## config.mk

```make
export PLATFORM = sky130hd
export DESIGN_NAME = memory_scan_reader
export DESIGN_NICKNAME = d
export VERILOG_FILES = /design/src/rtl/memory_scan_reader.sv
export SDC_FILE = /design/constraint.sdc
export NUM_CORES = 1
export LEC_CHECK = 0
export CAP_MARGIN = 30
export CORE_UTILIZATION = 27
export CTS_CLUSTER_SIZE = 25
export DETAILED_ROUTE_END_ITERATION = 6
export MAX_ROUTING_LAYER = met4
export PLACE_DENSITY = 0.45
export SLEW_MARGIN = 20
export SYNTH_ARGS = -nofsm -noshare
export SYNTH_HDL_FRONTEND = slang
export SYNTH_SLANG_ARGS = --single-unit
```

## constraint.sdc

```tcl
create_clock -name clk -period 2.47 [get_ports clk]
set_input_delay 0.494 -clock clk [delete_from_list [all_inputs] [get_ports clk]]
set_output_delay 0.494 -clock clk [all_outputs]
set_load 0.05 [all_outputs]
```

## src/rtl/memory_scan_reader.sv

```systemverilog
// memory_scan_reader: reads memory addresses 0..2**N-1 in order into a 2-entry FIFO and streams each word out with its address (ports: clk, rst_n, start, mem_addr/mem_read_en/mem_data, out_data/out_addr/out_last/out_valid/out_ready, busy, done)
module memory_scan_reader #(
    parameter int N = 4
) (
    input  logic         clk,
    input  logic         rst_n,
    input  logic         start,
    output logic [N-1:0] mem_addr,
    output logic         mem_read_en,
    input  logic [N-1:0] mem_data,
    output logic [N-1:0] out_data,
    output logic [N-1:0] out_addr,
    output logic         out_last,
    output logic         out_valid,
    input  logic         out_ready,
    output logic         busy,
    output logic         done
);
    typedef enum logic [1:0] {IDLE, SCAN, DRAIN} state_t;
    state_t       state;
    logic [N:0]   next_addr;
    logic [N-1:0] buf_data [2];
    logic [N-1:0] buf_addr [2];
    logic         rd_ptr, wr_ptr;
    logic [1:0]   occ;
    logic         pop, issue;
    assign out_valid = occ != 2'd0;
    assign out_data  = buf_data[rd_ptr];
    assign out_addr  = buf_addr[rd_ptr];
    assign out_last  = out_valid && &out_addr;
    assign busy      = state != IDLE;
    assign pop       = out_valid && out_ready;
    assign issue     = state == SCAN && ({1'b0, occ} + 3'(mem_read_en)) < (3'd2 + 3'(pop));
    always_ff @(posedge clk or negedge rst_n) begin
        if (!rst_n) begin
            state       <= IDLE;
            next_addr   <= '0;
            mem_addr    <= '0;
            mem_read_en <= 1'b0;
            done        <= 1'b0;
            rd_ptr      <= 1'b0;
            wr_ptr      <= 1'b0;
            occ         <= 2'd0;
            buf_data    <= '{default: '0};
            buf_addr    <= '{default: '0};
        end else begin
            mem_read_en <= issue;
            done        <= 1'b0;
            occ         <= occ + 2'(mem_read_en) - 2'(pop);
            if (issue) begin
                mem_addr  <= next_addr[N-1:0];
                next_addr <= next_addr + 1'b1;
            end
            if (mem_read_en) begin
                buf_data[wr_ptr] <= mem_data;
                buf_addr[wr_ptr] <= mem_addr;
                wr_ptr           <= ~wr_ptr;
            end
            if (pop) rd_ptr <= ~rd_ptr;
            case (state)
                IDLE: if (start && !done) begin
                    state     <= SCAN;
                    next_addr <= '0;
                end
                SCAN: if (issue && &next_addr[N-1:0]) state <= DRAIN;
                DRAIN: if (!mem_read_en && occ == {1'b0, pop}) begin
                    state <= IDLE;
                    done  <= 1'b1;
                end
                default: state <= IDLE;
            endcase
        end
    end
endmodule
```

==> results of run 1 <==
[metal layers]
metal  routed length [um]  vias up  track usage, %  part of all wire, %
met3                  145        6            4.15                  5.2
met5                    0        -               -                    0
met2                 1320       22            17.7                   47
met1                 1280      470            14.1                   46
li1                     -      445               -                    -
met4                   46        0            4.61                  1.7
[synthesized netlist by cell type]
master and instances:
nor4_1 1, mux2_2 28, nand3_1 4, a2bb2oi_1 1, o21ai_2 1, a21oi_1 2, o21ai_0 3, or2_2 2
o21a_1 1, nor3_1 1, nand2b_1 2, nor2b_1 1, o22ai_1 1, nor2_1 2, dfrtp_1 32, ha_1 5
nand2_1 3, o31ai_1 2, clkbuf_1 2, xor2_1 1, xnor2_1 3, nor4b_1 1, o311ai_0 1, o211ai_1 1
inv_1 6, or4_1 1, or2_1 1
[layout make-up]
class | count | area (sq um) | area share [%]
sequential | 32 | 802 | 43.4
multi-input combinational | 69 | 604 | 32.7
timing repair buffer | 26 | 253 | 13.7
tap | 70 | 87.6 | 4.74
clock buffer | 6 | 72.6 | 3.93
inverter | 6 | 22.5 | 1.22
clock inverter | 1 | 5.00 | 0.271
[metrics by stage]
stage          instance area [sq um]  instances  setup WS, ps  hold slack, ps
6_report                        1850        210           117             501
4_1_cts                         1850        210          78.6             505
3_5_place_dp                    1770        203           288             489
3_3_place_gp                    1770        203           319             478
2_1_floorplan                   1440        109           186             198
5_1_grt                         1850        210          56.3             511
[critical path: stages (launching register included)]
cell and delay, ps:
dfrtp_2 500, mux2_2 380, clkdlybuf4s50_1 700
[flip-flops by register name (all words and copies together) (netlist names)]
| signal | cells |
|---|---|
| wr_ptr | 1 |
| occ | 2 |
| buf_data | 8 |
| mem_addr | 4 |
| done | 1 |
| rd_ptr | 1 |
| state | 2 |
| buf_addr | 8 |
| mem_read_en | 1 |
| next_addr | 4 |
[layout by cell type, fill, tap and decap left out, types with 3 or more instances in the layout]
| cell type | n |
|---|---|
| dfrtp_1 | 31 |
| mux2_2 | 28 |
| clkdlybuf4s50_1 | 23 |
| inv_1 | 6 |
| ha_1 | 5 |
| clkbuf_8 | 5 |
| nand3_1 | 4 |
| xnor2_1 | 3 |
| o21ai_0 | 3 |
| nand2_1 | 3 |
| buf_4 | 3 |
[kinds of logic (layout without fill, tap and decap cells)]
logic type / count (synthesis) / count (layout) / synth area share [%]
compound gates: 13 / 13 / 6.10
xor+xnor: 4 / 4 / 2.44
simple gates: 19 / 19 / 7.24
buf+inv: 8 / 39 / 2.09
fa+ha+maj: 5 / 5 / 4.36
mux: 28 / 28 / 22.0
flops: 32 / 32 / 55.8
[what timing repair did]
| item | CTS | global route |
|---|---|---|
| setup endpoints to repair | 8 | 0 |
| gates resized for setup | 1 | 0 |
| endpoints found under the hold margin | 0 | 0 |
[worst paths after layout]
| kind | start | slack [ps] | depth (start not counted) | end |
|---|---|---|---|---|
| setup / recovery | rd_ptr | 120 | 2 | out_addr[1] |
| hold / removal | buf_data[4] | 500 | 1 | buf_data[4] |
| setup reg to reg | mem_read_en | 570 | 5 | next_addr[3] |
| hold reg to reg | buf_data[4] | 500 | 1 | buf_data[4] |
| max in group asynchronous | rst_n | 1520 | 2 | rd_ptr |
| min in group asynchronous | rst_n | 630 | 2 | wr_ptr |
==> impl_metrics.ini, run 1 <==
[global_routing]
grt_max_degree = 33
gr-usage-all-layers_pct = 11.7
grt_pass1_wl_um = 4540
grt_pass1_vias = 946
antenna_found_initial = 0
grt_overflow_total = 0

[drt]
vias = 943
post_drt_wl_per_cell_um = 13.3
wirelength_um = 2790
dr.pass1.iters = 4
vias_per_cell = 4.49
drc = 0
final_antenna_net_count = 0
drt_iter0_markers = 47

[setup_path]
start_kind = register
worst_setup_path_end_kind = output pin
crit_arrival_ps = 1860
required_ps = 1980
crit_fanout = 9
path_class = reg -> out

[floorplanning]
die_h_um = 74.9
num_rows = 26
ios = 25
die_x_um = 74.9
core-area_sq_um = 5110
die_area_sq_um = 5610
initial_core_util_pct = 28.1

[clocking]
clk_latency_ps = 280
htree_levels = 2
clock-sinks = 32
root_buffer = clkbuf_8
postCtsHoldBufs = 0
cts_setup_buffers = 0
cts_tree = yes
clk_pin_slew_ps = 60
clock_path_buffers = 2
cts_made_buffers = 5

[synthesis]
synth_nets = 122
synth_top_area_cell = dfrtp_1
synth_seq_cells = 32
yosys_warnings = 0
syn_inst = 109
yosysSeqAreaShare_pct = 55.8
ys_types = 27
synth_top_area_share_pct = 55.8
synthTopCellsByArea = dfrtp_1, mux2_2, ha_1
avgSynthCellArea_sq_um = 13.2
syn-cell-area_sq_um = 1440

[finish]
num_antenna_cells = 0
drive_above_1_share_pct = 29.3
num-fill-cells = 527
syn_to_final_growth_pct = 28.7
fin_util_pct = 36.2
nNetsFinal = 153

[timing]
finalSetupViolCount = 0
setup_tns_ps = 0
hold_viol_final = 0
drv_slew = 0
slew_headroom_pct = 58.3
min_period_ps = 2350
worst_pin_slew_ps = 617
fin_skew_ps = 3.28
fmax_mhz = 425
rsz0062_at_grt = false
period_share_pct = 95.2

[run]
max_cap_viol_count = 0

[place]
gp_routability_congestion = 0.830
hpwlAfterDp_um = 1950
portBuffers = 24

[worst_hold_path]
min_path_type = reg -> reg

[status]
status = finished clean
Power of run 1 is not shown: default switching activity piles up to over one toggle a cycle in this logic, so the estimate is an artifact.
==> run 2: changes to the inputs <==
--- a/config.mk
+++ b/config.mk
@@ -5,12 +5,15 @@
 export SDC_FILE = /design/constraint.sdc
 export NUM_CORES = 1
 export LEC_CHECK = 0
+export ABC_AREA = 1
+export ABC_CLOCK_PERIOD_IN_PS = 2470
 export CAP_MARGIN = 30
 export CORE_UTILIZATION = 27
 export CTS_CLUSTER_SIZE = 25
 export DETAILED_ROUTE_END_ITERATION = 6
 export MAX_ROUTING_LAYER = met4
 export PLACE_DENSITY = 0.45
+export SKIP_CTS_REPAIR_TIMING = 1
 export SLEW_MARGIN = 20
 export SYNTH_ARGS = -nofsm -noshare
 export SYNTH_HDL_FRONTEND = slang
==> run 2 against run 1 <==
  * Cell count rose by 31%
  * Via count rose by 22%
  * Clock skew rose by 2.5 ps
  * Core utilization fell by 0.68 points
  * Worst hold slack got worse by 9.9 ps
  * Global-route usage rose by 0.80 points
  * Area after synthesis rose by 8.9%
==> impl_metrics.ini, run 2 <==
[status]
status = finished clean

[setup_path]
required_ps = 1980
timing.rr.end = state[0]
r2r_slack_ps = 970
worst_setup_path_end_kind = output pin
crit_end = out_addr[1]
reg2reg_from = mem_read_en
crit_fanout = 9
reg2regPathDepth = 6
crit_start = rd_ptr
crit_arrival_ps = 1880
path_class = reg -> out
start_kind = register

[timing]
hold_viol_final = 0
min_period_ps = 2370
finalSetupViolCount = 0
drv_slew = 0
worst_pin_slew_ps = 736
rsz0062_at_grt = false
fin_skew_ps = 5.74
slew_headroom_pct = 50.9
fmax_mhz = 422
period_share_pct = 95.9
setup_tns_ps = 0
hold_ws_ps = 491

[synthesis]
synth_mux_area_share_pct = 0
synthTopCellsByArea = dfrtp_1, nand2_1, o21ai_2
synth_top_flop_cell = dfrtp_1
yosys_warnings = 0
synth_nets = 187
ys_types = 27
syn-cell-area_sq_um = 1560
synth_top_family_by_area = simple AND/OR/NAND/NOR gates
synth_edf_count = 0
ys_top_cells_by_count = nand2_1, dfrtp_1, inv_1, o21ai_0, o21ai_2
synthSimpleGateAreaFrac_pct = 25.7
syn_inst = 174
synth_xor_xnor_area_share_pct = 1.68
synth-adder-area-share_pct = 4.00
avgSynthCellArea_sq_um = 8.98
synth_top_area_share_pct = 51.2
synth_top_area_cell = dfrtp_1
yosysMostFrequentCell = nand2_1
async_flop_share_pct = 100
synth_compound_area_share_pct = 9.13
yosysSeqAreaShare_pct = 51.2
synth_seq_cells = 32

[finish]
finalInstanceArea_sq_um = 1970
final_cell_mix = nand2_1, dfrtp_1, clkdlybuf4s50_1
syn_to_final_growth_pct = 25.8
layout_commonest_cell = nand2_1
top_regs = buf_addr (8), buf_data (8)
num_antenna_cells = 0
drive_above_1_share_pct = 16.7
nNetsFinal = 215

[clocking]
cts_tree = yes
cts_made_buffers = 5
clk_pin_slew_ps = 70
root_buffer = clkbuf_8
clock-sinks = 32
clock_path_buffers = 2
clk_latency_ps = 280
htree_levels = 2

[floorplanning]
ios = 25
initial_core_util_pct = 28.2
die_x_um = 78.1
die_h_um = 78.1
die_area_sq_um = 6100
core-area_sq_um = 5540
num_rows = 27

[place]
portBuffers = 24
gp_routability_congestion = 0.712
dpl_cell_area_sq_um = 1870
hpwlAfterDp_um = 2370

[worst_hold_path]
hold_path_depth = 2
min_path_type = reg -> reg

[global_routing]
grt_overflow_total = 0
grt_max_degree = 33
grt_pass1_wl_um = 5580
gr-usage-all-layers_pct = 12.5
antenna_found_initial = 0
grt_pass1_vias = 1161

[drt]
post_drt_wl_per_cell_um = 11.6
drt_iter0_markers = 38
final_antenna_net_count = 0
vias = 1151
dr.pass1.iters = 4
wirelength_um = 3200
vias_per_cell = 4.19
drc = 0

[run]
max_cap_viol_count = 0
==> run 2: cell types whose count changed after synthesis, sizes merged, moves of 2 or more <==
| cell | before | now |
|---|---|---|
| nand2 | 3 | 63 |
| nand4 | 0 | 3 |
| nand3 | 4 | 7 |
| buf | 0 | 3 |
| or2 | 3 | 1 |
| o31ai | 2 | 0 |
| inv | 6 | 23 |
| nand2b | 2 | 0 |
| o21ai | 4 | 20 |
| mux2 | 28 | 0 |
| nor2 | 2 | 8 |
| nand3b | 0 | 2 |
==> run 2: how the worst min path moves through the flow <==
stage                     start          end
finish              buf_data[7]  buf_data[7]
global route        buf_data[2]  buf_data[2]
CTS                 buf_data[5]  buf_data[5]
detailed placement  buf_data[5]  buf_data[5]
global placement    buf_data[5]  buf_data[5]
floorplan                 rst_n  buf_addr[0]
==> run 2: stage by stage <==
stage,setup WS [ps],std cells,utilization [%]
3_3_place_gp,422,267,33.7
5_1_grt,9.99,275,35.5
3_5_place_dp,393,267,33.7
6_report,101,275,35.5
2_1_floorplan,19.8,174,-
4_1_cts,74.6,275,35.4
==> run 2: layout make-up <==
type	count	area [sq um]
Clock buffer	6	82.6
Clock inverter	2	10.0
Timing Repair Buffer	25	260
Sequential cell	32	801
Multi-Input combinational cell	115	633
Inverter	23	88.8
Fill cell	571	3570
Tap cell	72	90.1
==> run 2: cells by family (layout without fill, tap and decap cells) <==
logic type / Yosys count / count (layout)
and+or+nand+nor: 85 / 85
buffers and inverters: 27 / 56
xor gates and xnor gates: 3 / 3
DFF: 32 / 32
AOI/OAI and AO/OA: 22 / 22
adders and majority gates: 5 / 5
==> run 2: worst max-delay path, cell delays in order (launching register included) <==
cell and delay (ps):
dfrtp_1 480, inv_2 180, nand2_1 70, nand2_1 70
clkdlybuf4s50_1 800
==> run 2: metal layers <==
layer	global-route usage, %	part of all wire, %
met1	15.6	49
met2	19.1	46
met3	3.37	3.0
met4	5.00	1.9
met5	-	0
Power of run 2 is left out for the same reason.
